### src/rtl/pipeline_wb_pkg.sv
// Shared constants and types for the 8-bit pipeline write-back stage.
package pipeline_wb_pkg;

    localparam int DATA_W = 8;
    localparam int ADDR_W = 2;
    localparam int CNT_W  = 16;

    typedef enum logic {
        WB_SEL_ALU = 1'b0,
        WB_SEL_DM  = 1'b1
    } wb_sel_e;

    typedef logic [ADDR_W-1:0] reg_addr_t;

endpackage

### src/rtl/pipeline_wb_regfile.sv
// Architectural register file: one write port, two read ports with same-cycle
// write bypass, and a written bit per register for the uninitialised-read scoreboard.
module pipeline_wb_regfile #(
    parameter int DATA_W = pipeline_wb_pkg::DATA_W,
    parameter int ADDR_W = pipeline_wb_pkg::ADDR_W
) (
    input  logic              clk,
    input  logic              rst,
    input  logic              we,
    input  logic [ADDR_W-1:0] wa,
    input  logic [DATA_W-1:0] wd,
    input  logic [ADDR_W-1:0] ra1,
    input  logic [ADDR_W-1:0] ra2,
    output logic [DATA_W-1:0] rd1,
    output logic [DATA_W-1:0] rd2,
    output logic              byp1,
    output logic              byp2,
    output logic              written1,
    output logic              written2
);
    import pipeline_wb_pkg::*;

    localparam int NREGS = 2 ** ADDR_W;

    logic [DATA_W-1:0] regs_r [NREGS];
    logic [NREGS-1:0]  written_r;

    // Register array and written bits; reset wins over a same-cycle write.
    always_ff @(posedge clk) begin
        if (rst) begin
            regs_r    <= '{default: '0};
            written_r <= '0;
        end else if (we) begin
            regs_r[wa]    <= wd;
            written_r[wa] <= 1'b1;
        end
    end

    // Read ports: a write to the same address this cycle is forwarded directly.
    always_comb begin
        byp1     = we && (ra1 == wa);
        byp2     = we && (ra2 == wa);
        written1 = written_r[ra1];
        written2 = written_r[ra2];
        if (byp1) begin
            rd1 = wd;
        end else begin
            rd1 = regs_r[ra1];
        end
        if (byp2) begin
            rd2 = wd;
        end else begin
            rd2 = regs_r[ra2];
        end
    end

endmodule

### src/rtl/pipeline_wb.sv
// Write-back stage: selects the commit value, writes the register file, counts
// commits and raises a sticky flag when an enabled read hits a never-written register.
module pipeline_wb #(
    parameter int DATA_W = pipeline_wb_pkg::DATA_W,
    parameter int ADDR_W = pipeline_wb_pkg::ADDR_W,
    parameter int CNT_W  = pipeline_wb_pkg::CNT_W
) (
    input  logic              clk,
    input  logic              rst,
    input  logic [DATA_W-1:0] DM,
    input  logic [DATA_W-1:0] ALU_ea,
    input  logic [ADDR_W-1:0] ra,
    input  logic              wb_wb_sel,
    input  logic              wb_reg_en,
    input  logic [ADDR_W-1:0] rs1_addr,
    input  logic              rs1_en,
    input  logic [ADDR_W-1:0] rs2_addr,
    input  logic              rs2_en,
    output logic [DATA_W-1:0] rs1_data,
    output logic [DATA_W-1:0] rs2_data,
    output logic [DATA_W-1:0] wb_data,
    output logic [CNT_W-1:0]  commit_count,
    output logic              uninit_read
);
    import pipeline_wb_pkg::*;

    localparam logic [CNT_W-1:0] CNT_ONE = {{(CNT_W-1){1'b0}}, 1'b1};

    logic              byp1_s;
    logic              byp2_s;
    logic              written1_s;
    logic              written2_s;
    logic              flag_s;
    logic [CNT_W-1:0]  commit_count_r;
    logic              uninit_read_r;

    // Write-back source select and uninitialised-read detection.
    always_comb begin
        if (wb_wb_sel == WB_SEL_DM) begin
            wb_data = DM;
        end else begin
            wb_data = ALU_ea;
        end
        flag_s = (rs1_en && !written1_s && !byp1_s) ||
                 (rs2_en && !written2_s && !byp2_s);
    end

    pipeline_wb_regfile #(
        .DATA_W (DATA_W),
        .ADDR_W (ADDR_W)
    ) u_regfile (
        .clk      (clk),
        .rst      (rst),
        .we       (wb_reg_en),
        .wa       (ra),
        .wd       (wb_data),
        .ra1      (rs1_addr),
        .ra2      (rs2_addr),
        .rd1      (rs1_data),
        .rd2      (rs2_data),
        .byp1     (byp1_s),
        .byp2     (byp2_s),
        .written1 (written1_s),
        .written2 (written2_s)
    );

    // Commit counter wraps naturally; the uninit flag is sticky until reset.
    always_ff @(posedge clk) begin
        if (rst) begin
            commit_count_r <= '0;
            uninit_read_r  <= 1'b0;
        end else begin
            if (wb_reg_en) begin
                commit_count_r <= commit_count_r + CNT_ONE;
            end
            if (flag_s) begin
                uninit_read_r <= 1'b1;
            end
        end
    end

    assign commit_count = commit_count_r;
    assign uninit_read  = uninit_read_r;

endmodule
### config.mk
export PLATFORM = sky130hd
export DESIGN_NAME = pipeline_wb
export DESIGN_NICKNAME = d
export VERILOG_FILES = /design/src/rtl/pipeline_wb_pkg.sv /design/src/rtl/pipeline_wb_regfile.sv /design/src/rtl/pipeline_wb.sv
export SDC_FILE = /design/constraint.sdc
export NUM_CORES = 1
export LEC_CHECK = 0
export BUFFER_PORTS_ARGS = -buffer_cell sky130_fd_sc_hd__buf_2
export CAP_MARGIN = 20
export CORE_ASPECT_RATIO = 2
export CORE_MARGIN = 2
export CORE_UTILIZATION = 50
export CTS_CLUSTER_DIAMETER = 60
export DETAILED_ROUTE_END_ITERATION = 8
export GPL_TIMING_DRIVEN = 0
export PLACE_DENSITY = 0.75
export SLEW_MARGIN = 20
export SYNTH_ARGS = -nofsm -noshare
export SYNTH_HDL_FRONTEND = slang
export SYNTH_HIERARCHICAL = 1
export SYNTH_SLANG_ARGS = --single-unit
### constraint.sdc
create_clock -name clk -period 2.3 [get_ports clk]
set_clock_uncertainty 0.05 [all_clocks]
set_input_delay 0.46 -clock clk [delete_from_list [all_inputs] [get_ports clk]]
set_output_delay 0.46 -clock clk [all_outputs]
set_load 0.05 [all_outputs]
---- After elaboration in Yosys (flattened, before gate mapping) ----
Index checks and enable logic that the tools add are counted.
storage, ports and cells
  register bits after elaboration ......... 53
  logic and storage cells ................. 53
operators by class
  add/sub/neg operators ................... 1
  $lt $le $gt $ge ......................... 8
  equality and inequality tests ........... 2
  muxes and demuxes ....................... 18
  bitwise operators ....................... 4
  reduce and logical (&&, ||, !) cells .... 13
operator list
  cell                   number
  $mux 8                 8
  $bmux 8 s2             2
  $bwmux 32              1
  $add 16x1->16 const B  1
  $demux 8 s2            1
  $ge 3x3->1 const B     3
  $lt 2x3->1 const B     3
  $not 2->3              3
  $logic_and 1x1->1      8
  $bmux 1 s2             2
  $eq 2x2->1             2
  $logic_not 1->1        4
  $or 4x4->4             1
  $lt 3x1->1 const B     1
  $mux 1                 3
  $demux 1 s2            1
  $ge 2x1->1 const B     1
  $logic_or 1x1->1       1

---- Logic depth before layout (Yosys ltp) ----
Gate-level depths: netlist of run 1.
  word-level depth ........................ 6
  mapped depth ............................ 7
  mapped depth without buffers ............ 6

---- By module ----
The synthesis of run 1 kept the hierarchy.
modules (own cells, without submodules)
  module               times used  cells each  area each (um^2)  sequential area each (um^2)
  pipeline_wb_regfile  1           178         2063.2            720.7
  pipeline_wb          1           101         942.2             340.3

---- Worst setup path after synthesis of run 1 ----
OpenSTA, ideal clock, no wires.
  path type ............................... input to output
  from .................................... input wb_wb_sel
  to ...................................... output rs1_data[0]
  data arrival time ....................... 1651 ps
  setup slack ............................. 139 ps
  stages .................................. 3
  path through ............................ clkbuf_1 -> mux2_2 -> mux2_4
between the ends
  longest elaborated chain between the ends .. 2
ends and longest elaborated chain
  item            line                       RTL
  from (decl)     pipeline_wb.sv:13          input logic wb_wb_sel,
  $mux 8          pipeline_wb.sv:39          if (wb_wb_sel == WB_SEL_DM) begin
  via wb_data[0]  pipeline_wb.sv:21          output logic [DATA_W-1:0] wb_data,
  $mux 8          pipeline_wb_regfile.sv:45  if (byp1) begin
  to (decl)       pipeline_wb.sv:19          output logic [DATA_W-1:0] rs1_data,
The timed path passes the listed nets, and every way through them passes these cells.

---- Final worst setup path of run 1 ----
  from .................................... input rs2_addr[1]
  to ...................................... output rs2_data[0]
between the ends
  longest elaborated chain between the ends .. 5
  elaborated cells between the ends (all ways) .. 7
  those cells by class .................... eq/ne (1); mux (4); bitwise (1); reduce/logical (1)
ends and longest elaborated chain
  item                                        line                       RTL
  from (decl)                                 pipeline_wb.sv:17          input logic [ADDR_W-1:0] rs2_addr,
  $not 2->3 (not written as such)             pipeline_wb_regfile.sv:53  rd2 = regs_r[ra2];
  $bmux 8 s2                                  pipeline_wb_regfile.sv:53
  $mux 8 (not written as such) (2 in series)  pipeline_wb_regfile.sv:53
  $mux 8 (*)                                  pipeline_wb_regfile.sv:50  if (byp2) begin
  to (decl)                                   pipeline_wb.sv:20          output logic [DATA_W-1:0] rs2_data,
Every way passes the cells marked *; elsewhere a longest branch is shown, timed or not. The select of a mux whose other input is x is not followed.

==> qor.txt, run 1 <==
Crit Reg-Reg Startpoint: commit_count[0]
synth unique cells: 34
Worst Setup End Kind: primary output
R2R depth: 5
First DRT Iteration DRCs: 103
r2r setup slk: 630 ps
I/O pin cnt: 69
grt ovf: 0
antenna violations before repair: 0
Initial Util: 50.9%
Critical Path Fanout Max: 10
Crit. Startpoint: rs2_addr[1]
largest cells by area after synthesis: dfxtp_1 (35%), mux4_2 (12%), mux2i_1 (8.3%)
mapped cell area: 0.00301 mm^2
Syn Area/Cell: 10.8 um^2
Warnings, synthesis: 6
Max-slew headroom: 64.7%
vias in the first global route: 2,194
pwr/cell area: 626 mW/mm^2
Final Wtd Congestion: 0.813
Max-Cap Viols: 0
CTS tree: yes
count of hold-fix buffers inserted at cts: 0
Hold WC Path Type: primary input to register
layout cells sized above 1: 38.7%
crit path time final: 2240 ps
worst-case clock buffer depth: 2
Synth async-reset ratio: 0%
largest area contributor in the netlist: dfxtp_1
final wirelength: 6860 um
Num Clock Sinks: 53
post-synthesis sequential area ratio: 35.3%
fin crit share: 97.5%
status: complete, but fails checks
#FFs+latches synth: 53
Leakage: 1.60 nW
total iterations of the first detailed-routing run: 6
RSZ-0062 raised after global routing: no
Post-Place Cells: 401
GRT Util Overall: 21.3%
Final #Nets: 374
Post-route DRC: 4
Pwr Total: 2.21 mW
antenna-violating nets left: 0
Peak Freq: 446 MHz
Reg-to-Reg End: commit_count[14]
Die W: 58.8 um
number of flops mapped to enable cells by yosys: 0
Ant. Diodes: 0
first-pass GRT wire length: 10,800 um
top post-synthesis cells by count: dfxtp_1 (53), nor2_1 (46), mux2i_1 (25), nand2_1 (22)
Worst Setup Start Kind: primary input
post-synth top area share: 35.3%
final setup fails: 0
vias per cell: 5.61
violated checks: design-rule violations
Worst-path clk slew: 70 ps
CTS buffer count: 5
die height: 114 um
count of pins over their slew limit: 0
Top FF cell, synth: dfxtp_1
port bufs: 59
floorplan row count: 40
Peak VDD IR: 0.000586 V
Critical Path AT: 1730 ps
worst slew pin tran: 530 ps
Crit Path Class: primary input to primary output
Core Region: 0.00591 mm^2
area delta synth->final: 17.5%
largest net degree at the start of global routing: 19
WL/cell: 16.8 um
cells after synthesis: 279
worst path required time: 1790 ps
Non-Filler Instances: 409
clock root buffer: clkbuf_16
Syn Nets: 308
CP endpoint: rs2_data[0]
H-tree levels: 2
final hold vios: 0
Final HPWL DP: 4710 um
die footprint: 0.00668 mm^2
DR vias: 2,296
most numerous cell in the Yosys netlist: dfxtp_1
clk_lat worst skew: 300 ps
## worst max-delay path: stages
cell	delay (ps)
buf_2	290
xnor2_2	170
nand3_4	230
mux2_4	360
buf_2	210
## where the power goes
part           switching [mW]  internal (mW)
combinational           0.296          0.173
clock                   0.359          0.411
sequential             0.0253          0.947
total                   0.680           1.53
## what timing repair did
action / CTS / global route
setup buffers: 0 / 0
gates resized for setup: 1 / 0
setup endpoints to repair: 16 / 0
## registers in the layout, summed over array words and instances, names as in the netlist
signal,cells
uninit_read,1
u_regfile/written_r,4
commit_count,16
u_regfile/regs_r,32
## routing by layer
| layer | part of all wire, % | track usage [%] | wire (um) | up-vias |
|---|---|---|---|---|
| li1 | - | - | - | 1119 |
| met5 | 0 | 0 | 0 | - |
| met1 | 41 | 27.3 | 2830 | 1116 |
| met4 | 1.3 | 7.73 | 86 | 0 |
| met3 | 4.8 | 4.31 | 326 | 4 |
| met2 | 53 | 35.0 | 3620 | 57 |
## how the worst min path moves through the flow
| stage | startpoint | depth (start not counted) | endpoint |
|---|---|---|---|
| 2_1_floorplan | u_regfile/written_r[1] | 2 | u_regfile/written_r[1] |
| 3_3_place_gp | u_regfile/written_r[1] | 2 | u_regfile/written_r[1] |
| 3_5_place_dp | u_regfile/written_r[1] | 2 | u_regfile/written_r[1] |
| 4_1_cts | rs2_en | 3 | uninit_read |
| 5_1_grt | rs2_en | 3 | uninit_read |
| 6_report | rs2_en | 3 | uninit_read |
## cells by family (layout without fill, tap and decap cells)
logic type,after synthesis,after routing,share of synthesized area (%)
DFF,53,53,35.3
and+or+nand+nor,99,99,17.7
xor gates and xnor gates,16,16,5.66
adders and majority gates,1,1,0.416
muxes,67,67,33.1
AOI/OAI and AO/OA,17,17,3.08
buffers and inverters,26,93,4.79
## final cells by class
class                   count  area [um^2]
plain buffers              20          123
clock buffers               5          125
clock inverters             3         26.3
fillers                   527         2370
inverters                   6         22.5
multi-input cells         200         1800
flip-flops and latches     53         1060
well taps                  63         78.8
repair buffers             59          295
## layout by cell type, fill, tap and decap left out, types with 6 or more instances in the layout
cell type,n
buf_2,67
dfxtp_1,53
nor2_1,46
mux2i_1,25
nand2_1,22
mux4_2,16
mux2_4,16
a21oi_1,13
xnor2_1,9
mux2_2,8
clkbuf_1,6
inv_1,6
nand4_1,6
## stage by stage
stage	TNS (ps)	hold WS [ps]	instance area (um^2)	worst slack, ps	utilization [%]
after global routing	0	396	3530	23.7	59.8
after CTS	0	363	3530	66.6	59.8
after floorplan	0	379	3010	139	-
after global placement	-903	385	3380	-61.9	57.2
after detailed placement	-1240	405	3380	-89.7	57.2
final	0	369	3530	56.9	59.8
No activity file was read; power rests on OpenSTA's default activity.
==> run 2, diff against run 1 <==
--- a/config.mk
+++ b/config.mk
@@ -13,9 +13,8 @@
 export CTS_CLUSTER_DIAMETER = 60
 export DETAILED_ROUTE_END_ITERATION = 8
 export GPL_TIMING_DRIVEN = 0
-export PLACE_DENSITY = 0.75
+export PLACE_DENSITY = 0.76
 export SLEW_MARGIN = 20
 export SYNTH_ARGS = -nofsm -noshare
 export SYNTH_HDL_FRONTEND = slang
-export SYNTH_HIERARCHICAL = 1
 export SYNTH_SLANG_ARGS = --single-unit
==> qor.txt, run 2 <==
floorplan row count: 38 (-5.0%)
Largest register FFs: 32 (unchanged)
crit path time final: 2210 ps (-28.3 ps)
fin crit share: 96.3% (-1.2 points)
Worst Setup Start Kind: primary input
#FFs+latches synth: 53 (unchanged)
Syn Area/Cell: 9.46 um^2 (-12%)
Num Clock Sinks: 53 (unchanged)
FILL cells: 481 (-8.7%)
grt ovf: 0 (unchanged)
Max-Cap Viols: 0 (unchanged)
area delta synth->final: 20.5%
Final #Nets: 386 (+3.2%)
total iterations of the first detailed-routing run: 4 (-2)
DR vias: 2,454 (+6.9%)
met2 routed WL: 3810 um (+5.3%)
worst slew pin tran: 551 ps (+21.0 ps)
Post-route DRC: 0 (-4)
Critical Path Fanout Max: 10 (unchanged)
Final Wtd Congestion: 0.779 (-4.2%)
Ant. Diodes: 0 (unchanged)
First DRT Iteration DRCs: 104 (+0.97%)
worst slack at placement: -238 ps (-148 ps)
number of flops mapped to enable cells by yosys: 0 (unchanged)
CTS tree: yes
Leakage: 1.34 nW (-16%)
H-tree levels: 2 (unchanged)
CTS buffer count: 5 (unchanged)
Post-Place Cells: 408 (+1.7%)
largest net degree at the start of global routing: 17 (-2)
Synth async-reset ratio: 0% (unchanged)
count of hold-fix buffers inserted at cts: 0 (unchanged)
count of pins over their slew limit: 0 (unchanged)
antenna-violating nets left: 0 (unchanged)
GRT Util Overall: 24.1% (+2.7 points)
Highest Signal Layer: met4
antenna violations before repair: 0 (unchanged)
Hold WC Path Type: primary input to register
clk_lat worst skew: 300 ps (about the same)
Max-slew headroom: 62.2% (-2.5 points)
wire length on met3: 551 um (+69%)
commonest non-fill, non-tap cells in the layout: buf_2 (54), dfxtp_1 (53), nor2_1 (52)
die footprint: 0.00609 mm^2 (-8.9%)
worst-case clock buffer depth: 2 (unchanged)
Warnings, synthesis: 0 (-6)
synth unique cells: 30 (-12%)
Top reg by flops: u_regfile.regs_r
Initial Util: 51.2% (+0.28 points)
Peak Freq: 452 MHz (+1.3%)
vias per cell: 5.87 (+4.6%)
vias in the first global route: 2,379 (+8.4%)
I/O pin cnt: 69 (unchanged)
most numerous cell in the Yosys netlist: dfxtp_1
final wirelength: 7150 um (+4.2%)
Critical Path AT: 1700 ps (-30 ps)
r2r setup slk: 730 ps (+100 ps)
Syn Nets: 317 (+2.9%)
top post-synthesis cells by count: dfxtp_1 (53), nor2_1 (52), a211oi_1 (31), nand2_1 (21), o21ai_0 (19)
most common cell after layout, fill and taps aside: buf_2
pwr/cell area: 647 mW/mm^2 (+3.4%)
Top FF cell, synth: dfxtp_1
clock root buffer: clkbuf_8
Core Region: 0.00533 mm^2 (-9.8%)
die height: 108 um (-4.6%)
Crit Path Class: primary input to primary output
port bufs: 60 (+1.7%)
status: complete, no violations
WL/cell: 17.1 um (+2.0%)
Worst-path clk slew: 90 ps (+20 ps)
post-synthesis sequential area ratio: 38.9% (+3.6 points)
final hold vios: 0 (unchanged)
largest cells by area after synthesis: dfxtp_1 (39%), mux4_2 (15%), a211oi_1 (8.5%)
Worst Setup End Kind: primary output
layout cells sized above 1: 31.8% (-6.9 points)
Peak VDD IR: 0.000573 V (-2.2%)
first-pass GRT wire length: 11,300 um (+4.7%)
cells after synthesis: 288 (+3.2%)
Setup WS post-layout: 85.2 ps (+28.3 ps)
post-synth top area share: 38.9% (+3.6 points)
Non-Filler Instances: 418 (+2.2%)
worst path required time: 1790 ps (about the same)
final setup fails: 0 (unchanged)
largest area contributor in the netlist: dfxtp_1
Die W: 56.2 um (-4.5%)
mapped cell area: 0.00273 mm^2 (-9.3%)
Final HPWL DP: 4900 um (+4.1%)
Post-Route M1 WL: 2670 um (-5.6%)
run 2: final cells by class:
class	count	area (um^2)	share of cell area (%)
multi-input cells	202	1520	46.1
flip-flops and latches	53	1060	32.3
repair buffers	62	348	10.6
plain buffers	24	140	4.27
well taps	60	75.1	2.29
clock buffers	6	72.6	2.21
clock inverters	2	38.8	1.18
inverters	9	33.8	1.03
run 2: layer usage:
layer | global-route usage, % | vias to the layer above
li1 | - | 1164
met1 | 29.5 | 1168
met2 | 42.4 | 111
met3 | 3.35 | 11
met4 | 9.01 | 0
met5 | 0 | -
run 2: through the flow:
stage | total power, mW | cell area [um^2] | utilization, % | hold slack, ps | TNS, ps
after floorplan | 1.37 | 2730 | - | 402 | -2190
after global placement | 1.47 | 3100 | 58.2 | 415 | -2270
after detailed placement | 1.49 | 3100 | 58.2 | 432 | -3230
after CTS | 2.13 | 3260 | 61.3 | 360 | 0
after global routing | 2.21 | 3280 | 61.7 | 380 | -11.2
final | 2.13 | 3280 | 61.7 | 371 | 0
run 2: final timing paths:
kind / startpoint / endpoint / cells after the start
max: rs1_addr[0] / rs1_data[6] / 6
max reg2reg: commit_count[0] / commit_count[15] / 5
min reg2reg: commit_count[15] / commit_count[15] / 2
min: rs2_en / uninit_read / 3
run 2: repair_timing:
action | in CTS | in global routing
buffers inserted | 1 | 1
pin swaps | 1 | 1
setup endpoints to repair | 16 | 9
gates resized for setup | 15 | 6
run 2: power breakdown:
group | leakage (nW) | total, mW | internal, mW | switching, mW
Clock | 0.0554 | 0.630 | 0.327 | 0.303
Sequential | 0.432 | 0.984 | 0.956 | 0.0287
Combinational | 0.852 | 0.512 | 0.171 | 0.341
run 2: cells by family after synthesis:
kind of cell / after synthesis / synth area share (%)
buffers and inverters: 33 / 6.11
muxes: 27 / 18.2
adders and majority gates: 1 / 0.459
AOI/OAI and AO/OA: 56 / 13.5
xor gates and xnor gates: 16 / 5.14
DFF: 53 / 38.9
and+or+nand+nor: 102 / 17.7
run 2: worst max-delay path: stages:
cell and delay [ps]:
buf_4 180, xnor2_1 240, nand3_2 150, buf_2 240, o21ai_1 150, buf_2 280
==> run 3, diff against run 2 <==
--- a/config.mk
+++ b/config.mk
@@ -8,7 +8,7 @@
 export BUFFER_PORTS_ARGS = -buffer_cell sky130_fd_sc_hd__buf_2
 export CAP_MARGIN = 20
 export CORE_ASPECT_RATIO = 2
-export CORE_MARGIN = 2
+export CORE_MARGIN = 4
 export CORE_UTILIZATION = 50
 export CTS_CLUSTER_DIAMETER = 60
 export DETAILED_ROUTE_END_ITERATION = 8
==> qor.txt, run 3 (synthesized netlist as in run 2, its figures left out) <==
clock root buffer: clkbuf_8
crit path time final: 2240 ps (+22.3 ps)
Largest register FFs: 32 (unchanged)
FILL cells: 466 (-3.1%)
most common cell after layout, fill and taps aside: buf_2
DR vias: 2,439 (-0.61%)
Final #Nets: 391 (+1.3%)
Initial Util: 52.1% (+0.92 points)
vias in the first global route: 2,462 (+3.5%)
Worst-path clk slew: 90 ps (about the same)
port bufs: 60 (unchanged)
Hold WC Path Type: primary input to register
First DRT Iteration DRCs: 74 (-29%)
floorplan row count: 37 (-2.6%)
Die W: 60.2 um (+7.1%)
Post-Place Cells: 406 (-0.49%)
commonest non-fill, non-tap cells in the layout: buf_2 (55), dfxtp_1 (53), nor2_1 (52)
Crit. Startpoint: rs1_addr[1]
Worst Setup End Kind: primary output
worst slew pin tran: 597 ps (+46.0 ps)
die footprint: 0.00677 mm^2 (+11%)
worst-case clock buffer depth: 2 (unchanged)
I/O pin cnt: 69 (unchanged)
first-pass GRT wire length: 11,800 um (+4.0%)
Crit Reg-Reg Startpoint: commit_count[0]
hold path start: rs2_en
Core Region: 0.00523 mm^2 (-1.8%)
Crit Path Class: primary input to primary output
Final Wtd Congestion: 0.834 (+7.0%)
layout cells sized above 1: 32.2% (+0.39 points)
vias per cell: 5.79 (-1.3%)
fin crit share: 97.3% (+0.97 points)
area delta synth->final: 21.8%
Final HPWL DP: 5300 um (+8.3%)
antenna-violating nets left: 0 (unchanged)
status: complete, no violations
H-tree levels: 2 (unchanged)
count of pins over their slew limit: 0 (unchanged)
Post-route DRC: 0 (unchanged)
final hold vios: 0 (unchanged)
CTS tree: yes
Max-Cap Viols: 0 (unchanged)
Peak VDD IR: 0.000515 V (-10%)
Leakage: 1.37 nW (+2.2%)
WL/cell: 17.5 um (+2.1%)
clk_lat worst skew: 310 ps (about the same)
die height: 112 um (+3.7%)
Critical Path AT: 1730 ps (+30 ps)
Top reg by flops: u_regfile.regs_r
antenna violations before repair: 0 (unchanged)
total iterations of the first detailed-routing run: 4 (unchanged)
grt ovf: 0 (unchanged)
Num Clock Sinks: 53 (unchanged)
CTS buffer count: 5 (unchanged)
register cell area after layout: 0.00106 mm^2 (unchanged)
pwr/cell area: 651 mW/mm^2 (+0.48%)
GRT Util Overall: 22.7% (-1.4 points)
Peak Freq: 447 MHz (-1.0%)
RSZ-0062 raised after global routing: no
worst path required time: 1790 ps (about the same)
final setup fails: 0 (unchanged)
Worst Setup Start Kind: primary input
largest net degree at the start of global routing: 16 (-1)
Ant. Diodes: 0 (unchanged)
Non-Filler Instances: 421 (+0.72%)
Multi-input gate area: 0.00151 mm^2 (-0.49%)
post-route cell area: 0.00332 mm^2 (+1.0%)
Max-slew headroom: 59.1% (-3.2 points)
Critical Path Fanout Max: 10 (unchanged)
dpl cell area: 0.00310 mm^2 (about the same)
final wirelength: 7360 um (+2.9%)
## run 3: changes by cell type in the layout (fill, tap and decap cells not counted), sizes merged
cell / previous run / this run
clkinv: 1 / 0
buf: 77 / 83
## run 3: per-stage QoR
| stage | setup WS (ps) | power, mW | setup TNS, ps | hold WS [ps] | utilization, % |
|---|---|---|---|---|---|
| after floorplan | -137 | 1.37 | -2190 | 402 | - |
| after global placement | -224 | 1.48 | -2930 | 420 | 59.2 |
| after detailed placement | -252 | 1.49 | -3240 | 436 | 59.2 |
| after CTS | 11.0 | 2.15 | 0 | 369 | 62.3 |
| after global routing | 7.47 | 2.24 | 0 | 407 | 63.4 |
| final | 63.0 | 2.16 | 0 | 358 | 63.4 |
## run 3: area by class of cell
class	count	area share, %
repair buffers	67	11.5
clock inverters	1	0.905
flip-flops and latches	53	32.0
clock buffers	7	2.60
inverters	9	1.02
well taps	58	2.19
multi-input cells	202	45.4
plain buffers	24	4.34
## run 3: metal layers
metal / track usage [%] / routed length (um) / up-vias
met3: 3.22 / 413 / 11
met1: 25.4 / 2750 / 1171
met4: 7.84 / 118 / 0
met5: 0 / 0 / -
met2: 41.4 / 4070 / 79
li1: - / - / 1178
## run 3: worst max-delay path, cell delays in order
cell	delay (ps)
buf_4	180
xnor2_1	200
nand3_2	200
clkbuf_4	260
o21ai_1	190
buf_4	230
## run 3: where the power goes
group	total, mW	internal [mW]	switching (mW)
clock	0.661	0.355	0.306
sequential	0.984	0.956	0.0281
combinational	0.514	0.176	0.338
total	2.16	1.49	0.672
## run 3: path summary, 6_finish.rpt
check	cells after the start	endpoint	slack (ps)
hold / removal	3	uninit_read	360
setup reg to reg	5	commit_count[15]	740
hold reg to reg	2	commit_count[15]	450
setup / recovery	6	rs1_data[1]	60
## run 3: what timing repair did
action	CTS	global route
setup buffers	0	7
resized for setup	16	2
pin swaps	1	2
hold buffers	0	0
hold endpoints to repair	0	0
endpoints found under the setup margin	16	16
